==> config.mk <==
export PLATFORM = sky130hd
export DESIGN_NAME = snoop_responder
export DESIGN_NICKNAME = d
export VERILOG_FILES = /design/src/rtl/snoop_responder.sv
export SDC_FILE = /design/constraint.sdc
export NUM_CORES = 1
export LEC_CHECK = 0
export CAP_MARGIN = 15
export CORE_ASPECT_RATIO = 1.5
export CORE_UTILIZATION = 45
export CTS_CLUSTER_SIZE = 20
export DETAILED_ROUTE_END_ITERATION = 8
export GPL_TIMING_DRIVEN = 0
export PLACE_DENSITY = 0.93
export SLEW_MARGIN = 20
export SYNTH_ARGS = -nofsm -noshare
export SYNTH_HDL_FRONTEND = slang
export SYNTH_SLANG_ARGS = --single-unit
==> constraint.sdc <==
create_clock -name clk -period 4.2 [get_ports clk]
set_clock_uncertainty 0.1 [all_clocks]
set_input_delay 0.42 -clock clk [delete_from_list [all_inputs] [get_ports clk]]
set_output_delay 0.42 -clock clk [all_outputs]
set_load 0.005 [all_outputs]
==> src/rtl/snoop_responder.sv <==
// Snoop responder: looks up a snooped bus address in the cache tag store,
// writes back modified lines when required, downgrades or invalidates the
// hit way, and reports NOHIT / HIT / HITM for every accepted snoop.
//
// Ports:
//   clk, rst          clock (rising edge), async active-low reset
//   snp_*             snooped operation in (valid/ready, op, addr)
//   tag_rd_*          tag-store read: strobe + index out, tags/MESI back
//                     one cycle after the strobe
//   tag_wr_*          MESI update strobe, index, way, new state
//   wb_*              modified-line writeback request (valid/ready, addr)
//   rsp_*             one-cycle snoop result strobe and result code
//   snp_count         saturating count of accepted snoops
//   hitm_count        saturating count of HITM responses
module snoop_responder #(
    parameter int WAYS    = 8,
    parameter int TAG_W   = 12,
    parameter int INDEX_W = 14,
    parameter int CNT_W   = 16
) (
    input  logic                    clk,
    input  logic                    rst,
    input  logic                    snp_valid,
    output logic                    snp_ready,
    input  logic [1:0]              snp_op,
    input  logic [31:0]             snp_addr,
    output logic                    tag_rd_en,
    output logic [INDEX_W-1:0]      tag_rd_index,
    input  logic [WAYS*TAG_W-1:0]   tag_rd_tags,
    input  logic [WAYS*2-1:0]       tag_rd_mesi,
    output logic                    tag_wr_en,
    output logic [INDEX_W-1:0]      tag_wr_index,
    output logic [$clog2(WAYS)-1:0] tag_wr_way,
    output logic [1:0]              tag_wr_mesi,
    output logic                    wb_valid,
    input  logic                    wb_ready,
    output logic [31:0]             wb_addr,
    output logic                    rsp_valid,
    output logic [1:0]              rsp_result,
    output logic [CNT_W-1:0]        snp_count,
    output logic [CNT_W-1:0]        hitm_count
);

    localparam int WAY_W  = $clog2(WAYS);
    // Line address is addr[31:6]; tag and index are both carved from it.
    localparam int LINE_W = 26;

    localparam logic [1:0] OP_READ  = 2'd0;
    localparam logic [1:0] OP_WRITE = 2'd1;
    localparam logic [1:0] OP_INVAL = 2'd2;
    localparam logic [1:0] OP_RWIM  = 2'd3;

    localparam logic [1:0] MESI_I = 2'd0;
    localparam logic [1:0] MESI_S = 2'd1;
    localparam logic [1:0] MESI_M = 2'd3;

    localparam logic [1:0] RES_NOHIT = 2'd0;
    localparam logic [1:0] RES_HIT   = 2'd1;
    localparam logic [1:0] RES_HITM  = 2'd2;

    localparam logic [CNT_W-1:0] CNT_MAX = '1;

    typedef enum logic [2:0] {
        IDLE,
        LOOKUP,
        COMPARE,
        WRITEBACK,
        UPDATE,
        RESPOND
    } state_t;

    state_t state;
    state_t state_nx;

    logic [1:0]        op_q;
    logic [LINE_W-1:0] line_q;
    logic [WAY_W-1:0]  way_q;
    logic [1:0]        mesi_q;

    logic              accept;
    logic [TAG_W-1:0]  tag_q;
    logic [INDEX_W-1:0] index_q;

    logic              hit_c;
    logic [WAY_W-1:0]  hit_way_c;
    logic [1:0]        hit_mesi_c;

    logic [WAY_W-1:0]  way_nx;
    logic [1:0]        res_nx;
    logic [1:0]        new_mesi;

    // The byte offset never matters to a line-granular snoop.
    logic [5:0]        unused_offset;

    assign unused_offset = snp_addr[5:0];

    assign tag_q   = line_q[LINE_W-1 -: TAG_W];
    assign index_q = line_q[INDEX_W-1:0];

    assign snp_ready = (state == IDLE) && rst;
    assign accept    = snp_valid && snp_ready;

    function automatic logic [1:0] snoop_result(
        input logic       hit,
        input logic [1:0] op,
        input logic [1:0] mesi
    );
        if (!hit || op == OP_WRITE) begin
            return RES_NOHIT;
        end
        // INVALIDATE reports a plain HIT even on a modified line.
        if (mesi == MESI_M && op != OP_INVAL) begin
            return RES_HITM;
        end
        return RES_HIT;
    endfunction

    // Way compare; scanning from the top down lets the lowest matching
    // way overwrite any higher one.
    always_comb begin
        hit_c      = 1'b0;
        hit_way_c  = '0;
        hit_mesi_c = MESI_I;
        for (int w = WAYS - 1; w >= 0; w--) begin
            if (tag_rd_tags[w*TAG_W +: TAG_W] == tag_q &&
                tag_rd_mesi[w*2 +: 2] != MESI_I) begin
                hit_c      = 1'b1;
                hit_way_c  = w[WAY_W-1:0];
                hit_mesi_c = tag_rd_mesi[w*2 +: 2];
            end
        end
    end

    always_comb begin
        state_nx = state;
        unique case (state)
            IDLE: begin
                if (accept) begin
                    state_nx = LOOKUP;
                end
            end
            LOOKUP: begin
                state_nx = COMPARE;
            end
            COMPARE: begin
                if (!hit_c || op_q == OP_WRITE) begin
                    state_nx = RESPOND;
                end else if (hit_mesi_c == MESI_M &&
                             (op_q == OP_READ || op_q == OP_RWIM)) begin
                    state_nx = WRITEBACK;
                end else begin
                    state_nx = UPDATE;
                end
            end
            WRITEBACK: begin
                if (wb_ready) begin
                    state_nx = UPDATE;
                end
            end
            UPDATE: begin
                state_nx = RESPOND;
            end
            RESPOND: begin
                state_nx = IDLE;
            end
            default: begin
                state_nx = IDLE;
            end
        endcase
    end

    // Hit way/state are registered in COMPARE, but the edge leaving
    // COMPARE must already use the freshly compared values.
    always_comb begin
        way_nx   = way_q;
        res_nx   = snoop_result(1'b1, op_q, mesi_q);
        new_mesi = (op_q == OP_READ) ? MESI_S : MESI_I;
        if (state == COMPARE) begin
            way_nx = hit_way_c;
            res_nx = snoop_result(hit_c, op_q, hit_mesi_c);
        end
    end

    always_ff @(posedge clk or negedge rst) begin
        if (!rst) begin
            state        <= IDLE;
            op_q         <= OP_READ;
            line_q       <= '0;
            way_q        <= '0;
            mesi_q       <= MESI_I;
            tag_rd_en    <= 1'b0;
            tag_rd_index <= '0;
            tag_wr_en    <= 1'b0;
            tag_wr_index <= '0;
            tag_wr_way   <= '0;
            tag_wr_mesi  <= MESI_I;
            wb_valid     <= 1'b0;
            wb_addr      <= '0;
            rsp_valid    <= 1'b0;
            rsp_result   <= RES_NOHIT;
            snp_count    <= '0;
            hitm_count   <= '0;
        end else begin
            state <= state_nx;

            if (accept) begin
                op_q         <= snp_op;
                line_q       <= snp_addr[31:6];
                tag_rd_index <= snp_addr[6 +: INDEX_W];
                if (snp_count != CNT_MAX) begin
                    snp_count <= snp_count + CNT_W'(1);
                end
            end

            if (state == COMPARE) begin
                way_q  <= hit_way_c;
                mesi_q <= hit_mesi_c;
            end

            // Strobes are registered from the next state so that each one
            // is high exactly while the FSM sits in its owning state.
            tag_rd_en <= (state_nx == LOOKUP);
            wb_valid  <= (state_nx == WRITEBACK);
            tag_wr_en <= (state_nx == UPDATE);
            rsp_valid <= (state_nx == RESPOND);

            if (state == COMPARE && state_nx == WRITEBACK) begin
                wb_addr <= {line_q, 6'b0};
            end

            if (state != UPDATE && state_nx == UPDATE) begin
                tag_wr_index <= index_q;
                tag_wr_way   <= way_nx;
                tag_wr_mesi  <= new_mesi;
            end

            if (state_nx == RESPOND) begin
                rsp_result <= res_nx;
                if (res_nx == RES_HITM && hitm_count != CNT_MAX) begin
                    hitm_count <= hitm_count + CNT_W'(1);
                end
            end else begin
                rsp_result <= RES_NOHIT;
            end
        end
    end

endmodule
# After elaboration in Yosys (flattened, before gate mapping)
# Cells that the tools add are included.
# Widths: inputs -> output; s select.
# word_totals
ff_bits	133
input_bits	150
output_inout_bits	104
wordCells	124
# op_classes
n_addsub	2
n_eq_ne	25
n_mux	49
reduce_logical	31
# ops
op	n
$eq 12x12->1	8
$mux 3	13
$mux 2	18
$add 16x1->16 const B	2
$ne 16x16->1 const B	2
$mux 1	17
$logic_and 1x1->1	16
$reduce_bool 2->1	8
$pmux 3 s5	1
$eq 3x2->1 const B	3
$eq 3x3->1 const B	3
$eq 2x2->1 const B	4
$eq 3x1->1 const B	2
$reduce_and 2->1	2
$logic_not 3->1	1
$ne 3x3->1 const B	1
$eq 2x1->1 const B	1
$logic_not 2->1	1
$logic_or 1x1->1	2
$ne 2x2->1 const B	1
$logic_not 1->1	1

# Logic depth before layout (Yosys ltp)
# Gate-level depths: netlist of run 1.
# depth
ltp_word	22
depth_mapped	14
ltp_nobuf	10

# Worst setup path before layout of run 1
# No wires, ideal clock.
# synth_path
path_type	reg2reg
from	reg line_q[16]
to	reg tag_wr_index[10]
setup_time_ps	125
t_arrival_ps	3266
t_required_ps	3975
path_slack_ps	709
stages_incl_launch_ff	13
path_cell_list	dfrtp_1 -> buf_6 -> xor2_1 -> nor4_4 -> or4b_4 -> a211o_1 -> a2111o_1 -> o311a_2 -> a21o_2 -> or2_1 -> buf_6 -> buf_12 -> mux2_4
# synth_between
elab_chain_cells	17
elab_cells_between_ends	41
classes_between	eq/ne: 10; mux: 19; reduce/logical: 12
# synth_rtl
item	line	text
start, declared	76	logic [LINE_W-1:0] line_q;
start signal, assigned	208	line_q <= snp_addr[31:6];
$eq 12x12->1	125	if (tag_rd_tags[w*TAG_W +: TAG_W] == tag_q &&
$logic_and 1x1->1	125	
$mux 2 (8 in a row)	125	
$eq 2x2->1	148	end else if (hit_mesi_c == MESI_M &&
$logic_and 1x1->1	148	
$mux 3	148	
$mux 3 *	146	if (!hit_c || op_q == OP_WRITE) begin
$pmux 3 s5 *	136	unique case (state)
named net state_nx[0]	73	state_t state_nx;
$eq 3x3->1 *	231	if (state != UPDATE && state_nx == UPDATE) begin
$logic_and 1x1->1 *	231	
end signal, assigned	232	tag_wr_index <= index_q;
end, declared	32	output logic [INDEX_W-1:0] tag_wr_index,
# Mark *: on every way through the listed nets, which the timed path passes. The rest lies on a longest branch.
# A chain may end at the register's enable or synchronous reset.

# Worst setup path after layout of run 1
# layout_path
from	reg line_q[14]
to	reg wb_addr[19]
# layout_between
elab_chain_cells	17
elab_cells_between_ends	41
classes_between	eq/ne: 10; mux: 19; reduce/logical: 12
# layout_rtl
item	line	text
$eq 12x12->1	125	
$logic_and 1x1->1	125	
$mux 2 (8 in a row)	125	
$eq 2x2->1	148	
$logic_and 1x1->1	148	
$mux 3	148	
$mux 3 *	146	
$pmux 3 s5 *	136	
$eq 3x2->1 *	227	if (state == COMPARE && state_nx == WRITEBACK) begin
$logic_and 1x1->1 *	227	
end signal, assigned	228	wb_addr <= {line_q, 6'b0};
end, declared	37	output logic [31:0] wb_addr,
# Every way passes the cells marked *; elsewhere a longest branch is shown, timed or not.

==> summary by stage, run 1 <==
GRT
The global routing usage summed across all routing layers is between 20% and 30%. The via count of the first global-routing pass is ~6300. The number of antenna violations at the first check in global routing is 1. The first-pass GRT wire length is approximately 33000 µm. For this run the aggregate overflow at the end of global routing stands at 0. The maximum number of pins on one net before global-route repair is 63.

Timing
The final-report hold violation count is 0. The fmax is 255 MHz. At the pin with the least slew margin, the transition time is 0.712 ns. The max-slew violation count is 0. Setup total negative slack on the finished layout was measured at 0 ns. Setup violations remaining at the end of the flow were counted as 0. The tightest slew margin relative to the limit is 52.1%.

The final period demand of the worst path is between 3 and 4 ns. The portion of the clock cycle consumed by the worst path in the final layout is between 90 and 100%. Setup repair after global routing left no endpoint under its margin.

Clocking
The maximum root-to-sink buffer count is 2. The H-tree was split into 4 levels. The clock root buffer is sky130_fd_sc_hd__clkbuf_16. TritonCTS built the clock tree. The source-to-sink clock delay at the later pin of the worst-skew pair is roughly 0.42 ns. The clock buffer count from CTS is 17.

The clock-pin slew of the registers on the worst-case setup and hold paths is about 0.070 ns. The clock drives roughly 120 sinks.

Yosys
Sorting the synthesized cells by area gives the leading types as sky130_fd_sc_hd__dfrtp_1, sky130_fd_sc_hd__xnor2_1, sky130_fd_sc_hd__mux2_2, sky130_fd_sc_hd__nand2_1, sky130_fd_sc_hd__xor2_1. The cell accounting for the most synthesized area is sky130_fd_sc_hd__dfrtp_1. The proportion of netlist area held by the largest area contributor is 44.2%. Ranked by instance count, the synthesized netlist is headed by sky130_fd_sc_hd__dfrtp_1, sky130_fd_sc_hd__nand2_1, sky130_fd_sc_hd__xnor2_1. The gate count after technology mapping is between 600 and 700. The post-synthesis sequential area ratio is 44.2%. In this run the cell area of the synthesized design comes to about 6700 µm².

The distinct cell type count of the synthesized netlist is 64. sky130_fd_sc_hd__dfrtp_1 is the most common cell in the netlist. The synthesized design contains 0 enable-type register cells.

The main flop type after synthesis is sky130_fd_sc_hd__dfrtp_1. The flop and latch count out of synthesis is approximately 120. The average footprint of a synthesized cell is between 10 and 15 µm². Counting flops with an async set or reset pin after synthesis yields a share of 100%. The number of warnings printed during yosys synthesis is 0.

Worst setup path
STA classifies the critical path startpoint as a flip-flop. The worst setup path is captured at a flip-flop. The setup slack on the worst flop-to-flop path is about 0.28 ns. The startpoint identified for the worst register-to-register timing path is line_q[14].

The reg-to-reg critical path endpoint is wb_addr[19]. The critical path is of the reg -> reg type. The critical-path maximum fanout is 10. STA puts the critical path data arrival time at just over 4 ns. The depth of the worst register-to-register path is 13. For the worst setup path, the data required time is about 4.4 ns.

Floorplan
In this run the standard cell core region covers around 15000 µm². The die span in y is 151 µm. The die covers around 15000 µm². The die is 102 µm wide. The initial core utilization is 46.0%. The number of placement rows is between 50 and 60. For this design the top-level I/O count stands at roughly 250.

Hold path
Along the worst hold path, the cell count comes to 1. The end point of the most critical hold path is way_q[2]. The path class of the tightest hold or removal check is reg -> reg. The origin of the worst min-delay path is way_q[2].

Routing
In this run the remaining antenna-violating nets after routing total 0. The violation count after the first detailed-route iteration is around 250. Before antenna repair, the detailed router went through 4 iterations. The routed layout has about 6000 vias. The aggregate routed wire length is approximately 22000 µm. In the routed design, unresolved DRC markers number 0.

The average routed wire per standard cell is ~19 µm. The average vias per placed instance is around 5.3.

Power
For this design the ratio of total power to cell area is about 530 nW/µm². In this run the static leakage power is roughly 4.5 nW. VDD sags by at most 398 µV.

The total power consumption of the routed design is roughly 5.3 mW.

Place
The count of input and output buffers is 240. After detailed placement, the total cell area comes to between 9000 and 10000 µm². Detailed placement finished with a half-perimeter wire length of 16400 µm. The congestion estimate from routability-driven global placement came to ~0.95.

Run status
The flow ran to the end, and the final reports show no timing, DRC or antenna violations.

Layout
The number of nets in the layout is 1082. Compared with the post-synthesis result, the final layout area differs by 51.1%. The final design utilization is a little under 70%.

The post-route netlist has between 15 and 20% of its cells at a drive strength greater than 1. The area of all placed cells without fillers is between 10000 and 15000 µm².

Flow run
The tool flagged a number of max-cap violations equal to 0.
==> logic make-up (layout without fill, tap and decap cells) <==
family	after synthesis	after routing	synth area share, %
other	1	8	0.0561
flip-flops	118	118	44.2
adder cells (fa/ha/maj)	5	5	0.936
AND/OR/NAND/NOR	246	246	18.6
XOR/XNOR	125	125	16.4
multiplexers	52	52	9.28
AO/OA/AOI/OAI	46	46	4.98
buffers and inverters	62	341	5.58
==> state kept, by name, indices dropped and copies added (netlist names), 3 cells and up <==
register and flops:
hitm_count 16, state 3, wb_addr 26, way_q 3, tag_wr_index 14, line_q 13
tag_wr_way 3, tag_rd_index 13, snp_count 16
==> placed cells by master, fill, tap and decap left out, types with 11 or more instances in the layout <==
cell,Yosys,layout
sky130_fd_sc_hd__nor2_1,27,27
sky130_fd_sc_hd__mux2_2,40,40
sky130_fd_sc_hd__clkbuf_16,0,17
sky130_fd_sc_hd__buf_4,23,27
sky130_fd_sc_hd__nand2_1,105,105
sky130_fd_sc_hd__buf_2,12,12
sky130_fd_sc_hd__dfrtp_1,118,118
sky130_fd_sc_hd__clkdlybuf4s50_1,0,239
sky130_fd_sc_hd__nand3_1,22,22
sky130_fd_sc_hd__xor2_1,35,35
sky130_fd_sc_hd__inv_1,11,11
sky130_fd_sc_hd__clkbuf_1,12,12
sky130_fd_sc_hd__xnor2_1,90,90
sky130_fd_sc_hd__nand4_1,28,28
==> repair_timing <==
action,in CTS,in global routing
endpoints found under the hold margin,57,0
setup endpoints to repair,20,34
pin swaps,0,1
buffers inserted,0,4
hold buffers,2,0
gates resized for setup,2,3
==> how the worst max path moves through the flow <==
stage | start | depth (start not counted) | slack (ns) | to
after detailed placement | tag_rd_tags[55] | 11 | -0.42 | wb_addr[27]
after floorplan | line_q[16] | 12 | 0.71 | tag_wr_index[10]
after CTS | line_q[23] | 11 | 0.04 | wb_addr[26]
final | line_q[14] | 13 | 0.28 | wb_addr[19]
after global placement | rst | 10 | -3.53 | snp_count[15]
after global routing | line_q[25] | 13 | 0.00003 | hitm_count[14]
==> stage by stage <==
step / hold slack [ns] / worst slack (ns) / std cells
global route: 0.417 / 0.0000324 / 1137
floorplan: 0.0244 / 0.709 / 661
global placement: 0.363 / -3.53 / 1097
CTS: 0.384 / 0.0449 / 1132
finish: 0.383 / 0.284 / 1137
detailed placement: 0.317 / -0.425 / 1098
==> where the power goes <==
part	leakage (nW)	switching, mW	internal (mW)
combinational	2.58	1.13	1.15
sequential	1.58	0.169	1.38
clock	0.298	0.596	0.903
total	4.45	1.89	3.43
==> layer usage <==
layer | vias to the layer above | part of all wire, % | GRT usage (%)
met5 | - | 0 | 0
met4 | 0 | 8.0 | 25.3
met3 | 100 | 8.2 | 8.91
met2 | 295 | 49 | 49.2
met1 | 2853 | 34 | 29.2
li1 | 2762 | - | -
==> worst max-delay path, cell delays in order, from the launching register on <==
cell and delay (ns):
sky130_fd_sc_hd__dfrtp_1 0.36, sky130_fd_sc_hd__buf_2 0.22, sky130_fd_sc_hd__xnor2_1 0.24, sky130_fd_sc_hd__nand4_1 0.28, sky130_fd_sc_hd__or4_1 0.54, sky130_fd_sc_hd__clkbuf_1 0.18
sky130_fd_sc_hd__nand2_1 0.27, sky130_fd_sc_hd__a311oi_1 0.09, sky130_fd_sc_hd__o31ai_1 0.42, sky130_fd_sc_hd__nor2_1 0.13, sky130_fd_sc_hd__nand4b_1 0.12, sky130_fd_sc_hd__buf_4 0.17
sky130_fd_sc_hd__buf_2 0.29, sky130_fd_sc_hd__mux2_2 0.38
==> layout make-up <==
cell class              instances  area [µm²]
fillers                      1071        4420
clock buffers                  17         425
well taps                     196         245
flip-flops and latches        118        2950
repair buffers                247        2500
plain buffers                  51         332
inverters                      11        41.3
diodes                          1        2.50
multi-input cells             481        3420
clock inverters                15         183
Note: power is estimated with default switching activity, not from simulation.
==> inputs of run 2 (changes only) <==
- CTS_CLUSTER_SIZE: 20 -> unset
- SLEW_MARGIN: 20 -> unset
==> run 2 against run 1 <==
Compared with the run above:
- largest power group unchanged
- first-iteration DRC count grew 13%
- maximum frequency shrank 1.0%
- highest routed layer unchanged
- clock power is essentially flat
- largest cell class unchanged
==> summary by stage, run 2 (synthesized netlist as in run 1, its figures left out) <==
Timing
The max-slew violation count was 0 (unchanged). The final period demand of the worst path is 3.96 ns (was 3.92 ns). Unrepaired setup endpoints after global routing: false (unchanged). The portion of the clock cycle consumed by the worst path in the final layout is 94.2% (was 93.2%). The final-report hold violation count is 0 (unchanged). The transition time of the tightest slew-check pin is 0.709 ns (was 0.712 ns). The fmax was 253 MHz (was 255 MHz).

The count of endpoints failing setup in the final report is 0 (unchanged). The post-route worst setup slack is 0.244 ns (was 0.284 ns). The tightest slew margin relative to the limit came to 52.1% (about the same).

GRT
The via count of the first global-routing pass is 6177 (was 6280). The first-pass GRT wire length was 33000 µm (about the same). The remaining global-route overflow is 0 (unchanged).

The number of antenna violations at the first check in global routing is 1 (unchanged). The maximum number of pins on one net before global-route repair is 63 (unchanged). The global routing usage summed across all routing layers is 29.5% (was 29.3%).

Layout
The final design utilization came to 69.4% (was 69.6%). The share of cells above drive strength 1 was 15.3% (was 15.4%). The flip-flop count of the largest register after layout is 26 (unchanged). The relative area change from synthesis to final layout is 50.8% (was 51.1%). The filler cell count in the final layout is 1079 (was 1071). The non-filler instance count after layout came to 1137 (unchanged). Registers with the most flip-flops: wb_addr x26, hitm_count x16, snp_count x16 (unchanged). The largest register by flop count is wb_addr (unchanged).

The leading cell type in the layout, fill and taps excluded is sky130_fd_sc_hd__clkdlybuf4s50_1 (unchanged). Most used cells in the layout excluding fill and tap cells: sky130_fd_sc_hd__clkdlybuf4s50_1, sky130_fd_sc_hd__dfrtp_1, sky130_fd_sc_hd__nand2_1, sky130_fd_sc_hd__xnor2_1, sky130_fd_sc_hd__mux2_2 (unchanged). The number of nets in the layout was 1082 (unchanged).

Worst setup path
The critical path depth is 12 (was 13). The data arrival time at the worst-slack endpoint is 4.15 ns (was 4.11 ns). The cell with the biggest individual delay on the critical path is sky130_fd_sc_hd__nor4b_1 (was sky130_fd_sc_hd__or4_1).

The launching instance or port of the critical path is rst (was line_q[14]). The cell repeated most along the worst path is sky130_fd_sc_hd__nand3_1 (was sky130_fd_sc_hd__buf_2). The depth of the worst register-to-register path is 13 (unchanged). The setup slack on the worst flop-to-flop path is 0.27 ns (was 0.28 ns).

The kind of critical path is in -> reg (was reg -> reg). The start of the worst register-to-register path was line_q[19] (was line_q[14]). The cell class contributing the biggest share of worst-path delay was simple AND/OR/NAND/NOR gates (unchanged). The buffering stage count on the worst path with inverters included is 4 (unchanged). Cell breakdown of the critical path: dlygate4sd3_1, buf_6, buf_16, nor4b_1, nand2_1, clkbuf_1, a21oi_1, nand3_1, or3_1, nor2_1, nand3_1, xnor2_1 (was buf_2, xnor2_1, nand4_1, or4_1, clkbuf_1, nand2_1, a311oi_1, o31ai_1, nor2_1, nand4b_1, buf_4, buf_2, mux2_2).

The category of the worst setup path launch point is a primary input (was flip-flop). The critical path capture point type was a flip-flop (unchanged). The reg-to-reg critical path endpoint is wb_addr[31] (was wb_addr[19]).

The maximum single-stage delay on the critical path is 0.63 ns (was 0.54 ns). The critical-path maximum fanout is 62 (was 10). The termination of the worst setup path is snp_count[15] (was wb_addr[19]). The required time of the critical path is 4.39 ns (was 4.40 ns).

Power
The cell area power density is 527 nW/µm² (about the same). The static leakage power came to 4.45 nW (about the same). The largest vdd supply drop was 409 µV (was 398 µV). The total power consumption of the routed design was 5.31 mW (was 5.32 mW).

Clocking
The total clock sinks was 118 (unchanged). The number of H-tree levels is 4 (unchanged). The source-to-sink clock delay at the later pin of the worst-skew pair was 0.41 ns (was 0.42 ns). The clock-pin slew of the registers on the worst-case setup and hold paths is 0.06 ns (was 0.07 ns). The maximum root-to-sink buffer count was 2 (unchanged). The clock buffer count from CTS is 17 (unchanged).

The clock root buffer is sky130_fd_sc_hd__clkbuf_16 (unchanged). The CTS tree is done (unchanged).

Floorplan
The placeable core region is 14500 µm² (unchanged). The die area is 15400 µm² (unchanged). The horizontal die dimension came to 102 µm (unchanged). The number of placement rows is 54 (unchanged). The die span in y is 151 µm (unchanged). The number of I/O pins is 254 (unchanged). The initial core utilization was 46.0% (unchanged).

Run status
Outcome: complete, no violations (unchanged).

Hold path
The path type of the worst min-delay path was reg -> reg (unchanged). The number of cells on the worst hold path is 1 (unchanged).

Place
The final RePlAce weighted congestion was 0.952 (unchanged). The count of input and output buffers came to 240 (unchanged). The post-DP HPWL is 16400 µm (about the same). The worst slack at placement is -0.347 ns (was -0.425 ns). The number of instances in the placed design is 1099 (was 1098).

Routing
The average vias per placed instance was 5.31 (was 5.29). The violation count after the first detailed-route iteration is 284 (was 251). The residual DRC count is 0 (unchanged).

The average routed wire per standard cell is 19.3 µm (was 19.1 µm). The antenna violation net count after detailed routing is 0 (unchanged). The aggregate routed wire length came to 22000 µm (was 21800 µm). The number of detailed-routing iterations run before antenna repair is 4 (unchanged).

The vias after detailed routing is 6033 (was 6010).

Flow run
The number of max-cap violations is 0 (unchanged).
==> run 2: worst min path at each step <==
stage                          from         endpoint
floorplan                       rst    hitm_count[0]
global placement           way_q[1]         way_q[1]
detailed placement              rst  tag_rd_index[4]
CTS                        way_q[2]         way_q[2]
global route        tag_wr_index[3]  tag_wr_index[3]
finish                     way_q[2]         way_q[2]
==> run 2: stage by stage <==
step	cell area [µm²]	hold WS, ns	TNS, ns
final	10100	0.383	0
after detailed placement	9390	0.317	-6.92
after global placement	9360	0.363	-478.86
after floorplan	6710	0.0244	0
after global routing	10100	0.417	0
after CTS	10000	0.384	0
==> run 2: where the power goes <==
group	internal (mW)	switching, mW	total [mW]	leakage [nW]
clock	0.904	0.588	1.49	0.299
combinational	1.15	1.12	2.27	2.58
sequential	1.38	0.172	1.55	1.58
==> run 2: what timing repair did <==
item,4_1_cts,5_1_grt
hold endpoints to repair,57,0
gates resized for setup,1,4
cloned,0,0
pin swaps,0,1
setup endpoints to repair,20,37
hold buffers,2,0
setup buffers,0,3
==> run 2: cell type report <==
type / instances / area (µm²) / area share [%]
multi-input combinational: 481 / 3400 / 33.8
sequential: 118 / 2950 / 29.3
timing repair buffer: 247 / 2500 / 24.7
clock buffer: 17 / 425 / 4.22
buffer: 51 / 333 / 3.30
tap: 196 / 245 / 2.43
clock inverter: 15 / 185 / 1.84
inverter: 11 / 41.3 / 0.409
antenna: 1 / 2.50 / 0.0248
==> run 2: per-layer routing <==
layer  vias up  global-route usage (%)  wire, µm
met3        82                    9.60      1940
met4         0                    21.6      1480
met1      2873                    29.9      7490
li1       2774                       -         -
met2       304                    50.4     11100
met5         -                       0         0
==> run 2: worst register-to-register path, cell delays in order, from the launching register on <==
cell and delay (ns):
sky130_fd_sc_hd__dfrtp_1 0.32, sky130_fd_sc_hd__buf_2 0.35, sky130_fd_sc_hd__xnor2_1 0.17, sky130_fd_sc_hd__nand4_1 0.28, sky130_fd_sc_hd__or4_1 0.55, sky130_fd_sc_hd__clkbuf_1 0.18
sky130_fd_sc_hd__nand2_1 0.26, sky130_fd_sc_hd__a311oi_1 0.09, sky130_fd_sc_hd__o31ai_1 0.42, sky130_fd_sc_hd__nor2_1 0.13, sky130_fd_sc_hd__nand4b_1 0.12, sky130_fd_sc_hd__buf_4 0.17
sky130_fd_sc_hd__buf_2 0.30, sky130_fd_sc_hd__mux2_2 0.38
==> inputs of run 3 (changes only) <==
- CAP_MARGIN: 15 -> unset
==> run 3 against run 2 <==
Compared with the run above:
- critical endpoint is now hitm_count[10]
- largest power group unchanged
- global-route usage grew 0.093 points
- clock power is essentially flat
- flip-flop and latch count is the same
- core utilization grew 0.095 points
- combinational power is essentially flat
- via count shrank 0.66%
==> summary by stage, run 3 (synthesized netlist as in run 1, its figures left out) <==
Run status
Outcome: complete, no violations (unchanged).

Power
The static leakage power came to 4.45 nW (about the same). The cell area power density is 527 nW/µm² (about the same). The largest vdd supply drop is 403 µV (was 409 µV).

Layout
The flip-flop count of the largest register after layout is 26 (unchanged). The share of cells above drive strength 1 is 15.3% (unchanged). The relative area change from synthesis to final layout is 51.0% (was 50.8%). Most used cells in the layout excluding fill and tap cells: sky130_fd_sc_hd__clkdlybuf4s50_1, sky130_fd_sc_hd__dfrtp_1, sky130_fd_sc_hd__nand2_1, sky130_fd_sc_hd__xnor2_1, sky130_fd_sc_hd__mux2_2 (unchanged). Registers with the most flip-flops: wb_addr x26, hitm_count x16, snp_count x16 (unchanged). The filler cell count in the final layout is 1066 (was 1079). The largest register by flop count is wb_addr (unchanged). The leading cell type in the layout, fill and taps excluded is sky130_fd_sc_hd__clkdlybuf4s50_1 (unchanged). The number of nets in the layout is 1082 (unchanged).

Timing
The portion of the clock cycle consumed by the worst path in the final layout came to 93.9% (was 94.2%). The tightest slew margin relative to the limit is 52.6% (was 52.1%). The max-slew violation count is 0 (unchanged).

The fmax is 254 MHz (was 253 MHz). The post-route worst setup slack is 0.256 ns (was 0.244 ns). The final-report hold violation count is 0 (unchanged). The worst hold slack across all endpoints is 0.383 ns (about the same). Unrepaired setup endpoints after global routing: false (unchanged). The final period demand of the worst path was 3.94 ns (was 3.96 ns). The count of endpoints failing setup in the final report is 0 (unchanged).

The transition time of the tightest slew-check pin is 0.704 ns (was 0.709 ns).

Floorplan
The initial core utilization is 46.0% (unchanged). The die area came to 15400 µm² (unchanged). The die span in y is 151 µm (unchanged). The placeable core region is 14500 µm² (unchanged).

The number of I/O pins came to 254 (unchanged). The number of placement rows is 54 (unchanged). The horizontal die dimension is 102 µm (unchanged).

Routing
The sum of routed wire segments on met1 is 7410 µm (was 7490 µm). The routed length on met3 is 1810 µm (was 1940 µm). The aggregate routed wire length is 21800 µm (was 22000 µm).

The antenna violation net count after detailed routing is 0 (unchanged). The violation count after the first detailed-route iteration was 307 (was 284). The highest metal layer used by the detailed router is met4 (unchanged). The average routed wire per standard cell is 19.1 µm (was 19.3 µm). The residual DRC count came to 0 (unchanged). The met2 wire length was 11000 µm (was 11100 µm). The number of detailed-routing iterations run before antenna repair was 4 (unchanged). The average vias per placed instance is 5.27 (was 5.31). The vias after detailed routing is 5993 (was 6033).

Hold path
The path type of the worst min-delay path was reg -> reg (unchanged). The origin of the worst min-delay path was way_q[2] (unchanged).

Clocking
The CTS tree is done (unchanged). The number of H-tree levels is 4 (unchanged). The clock root buffer is sky130_fd_sc_hd__clkbuf_16 (unchanged). The clock-pin slew of the registers on the worst-case setup and hold paths is 0.06 ns (about the same). The clock buffer count from CTS was 17 (unchanged).

The maximum root-to-sink buffer count was 2 (unchanged). The source-to-sink clock delay at the later pin of the worst-skew pair came to 0.41 ns (about the same). The total clock sinks is 118 (unchanged).

Worst setup path
The data arrival time at the worst-slack endpoint is 4.16 ns (was 4.15 ns). The required time of the critical path came to 4.41 ns (was 4.39 ns). The category of the worst setup path launch point is a flip-flop (was primary input). The critical-path maximum fanout is 10 (was 62). The launching instance or port of the critical path is line_q[19] (was rst). The kind of critical path is reg -> reg (was in -> reg). The critical path capture point type is a flip-flop (unchanged). The start of the worst register-to-register path is line_q[19] (unchanged).

Flow run
The number of max-cap violations is 0 (unchanged).

GRT
The first-pass GRT wire length was 33200 µm (was 33000 µm). The maximum number of pins on one net before global-route repair was 63 (unchanged). The via count of the first global-routing pass is 6208 (was 6177).

The remaining global-route overflow is 0 (unchanged). The number of antenna violations at the first check in global routing was 1 (unchanged). The global routing usage summed across all routing layers is 29.6% (was 29.5%).

Place
The post-DP HPWL is 16400 µm (about the same). The final RePlAce weighted congestion is 0.952 (unchanged). The worst slack at placement is -0.686 ns (was -0.347 ns). The count of input and output buffers is 240 (unchanged).
==> run 3: cell count changes in the layout (fill, tap and decap cells not counted), sizes merged <==
cell / before / now
clkinv: 2 / 1
inv: 21 / 22
==> run 3: timing repair <==
action                                  CTS  global route
resized for setup                         3             2
hold buffers                              2             0
pin swaps                                 0             1
endpoints found under the setup margin   42            37
setup buffers                             0             4
endpoints found under the hold margin    57             0
==> run 3: path summary, 6_finish.rpt <==
path / end / slack [ns] / cells after the start
setup / recovery: hitm_count[10] / 0.26 / 12
hold / removal: way_q[2] / 0.38 / 1
setup reg to reg: hitm_count[10] / 0.26 / 12
hold reg to reg: way_q[2] / 0.38 / 1
max in group asynchronous: wb_addr[26] / 3.25 / 3
min in group asynchronous: tag_rd_index[4] / 0.47 / 3
==> run 3: critical path, stage by stage, from the launching register on <==
cell and delay, ns:
sky130_fd_sc_hd__dfrtp_1 0.32, sky130_fd_sc_hd__buf_2 0.35, sky130_fd_sc_hd__xnor2_1 0.17, sky130_fd_sc_hd__nand4_1 0.36
sky130_fd_sc_hd__nor3_1 0.59, sky130_fd_sc_hd__nand3_1 0.15, sky130_fd_sc_hd__a221oi_1 0.36, sky130_fd_sc_hd__o221ai_1 0.21
sky130_fd_sc_hd__nor2_1 0.17, sky130_fd_sc_hd__a31o_2 0.26, sky130_fd_sc_hd__clkbuf_1 0.36, sky130_fd_sc_hd__nand4_1 0.21
sky130_fd_sc_hd__xnor2_1 0.24
==> run 3: power breakdown <==
group / switching, mW / total, mW / internal (mW)
Sequential: 0.170 / 1.55 / 1.38
Clock: 0.593 / 1.50 / 0.903
Combinational: 1.13 / 2.28 / 1.15
Total: 1.89 / 5.32 / 3.43
==> run 3: final cells by class <==
type | instances | area (µm²) | share of cell area, %
buffer | 51 | 332 | 3.28
inverter | 11 | 41.3 | 0.409
clock inverter | 15 | 183 | 1.81
multi-input combinational | 481 | 3420 | 33.9
antenna | 1 | 2.50 | 0.0248
timing repair buffer | 247 | 2500 | 24.7
sequential | 118 | 2950 | 29.2
tap | 196 | 245 | 2.43
clock buffer | 17 | 425 | 4.21
==> run 3: per-layer routing <==
layer	GRT usage [%]	vias up
met5	0	-
met4	23.3	0
met3	9.97	80
met2	50.1	270
met1	29.4	2876
li1	-	2767
==> run 3: per-stage QoR <==
step | cell area, µm² | util (%) | power (mW) | setup TNS (ns) | instances
final | 10100 | 69.5 | 5.32 | 0 | 1137
after global routing | 10100 | 69.5 | 5.60 | 0 | 1137
after CTS | 10100 | 69.2 | 5.31 | 0 | 1132
after detailed placement | 9390 | 64.6 | 3.77 | -22.30 | 1098
after global placement | 9360 | 64.4 | 3.69 | -478.86 | 1097
after floorplan | 6710 | - | 2.85 | 0 | 661
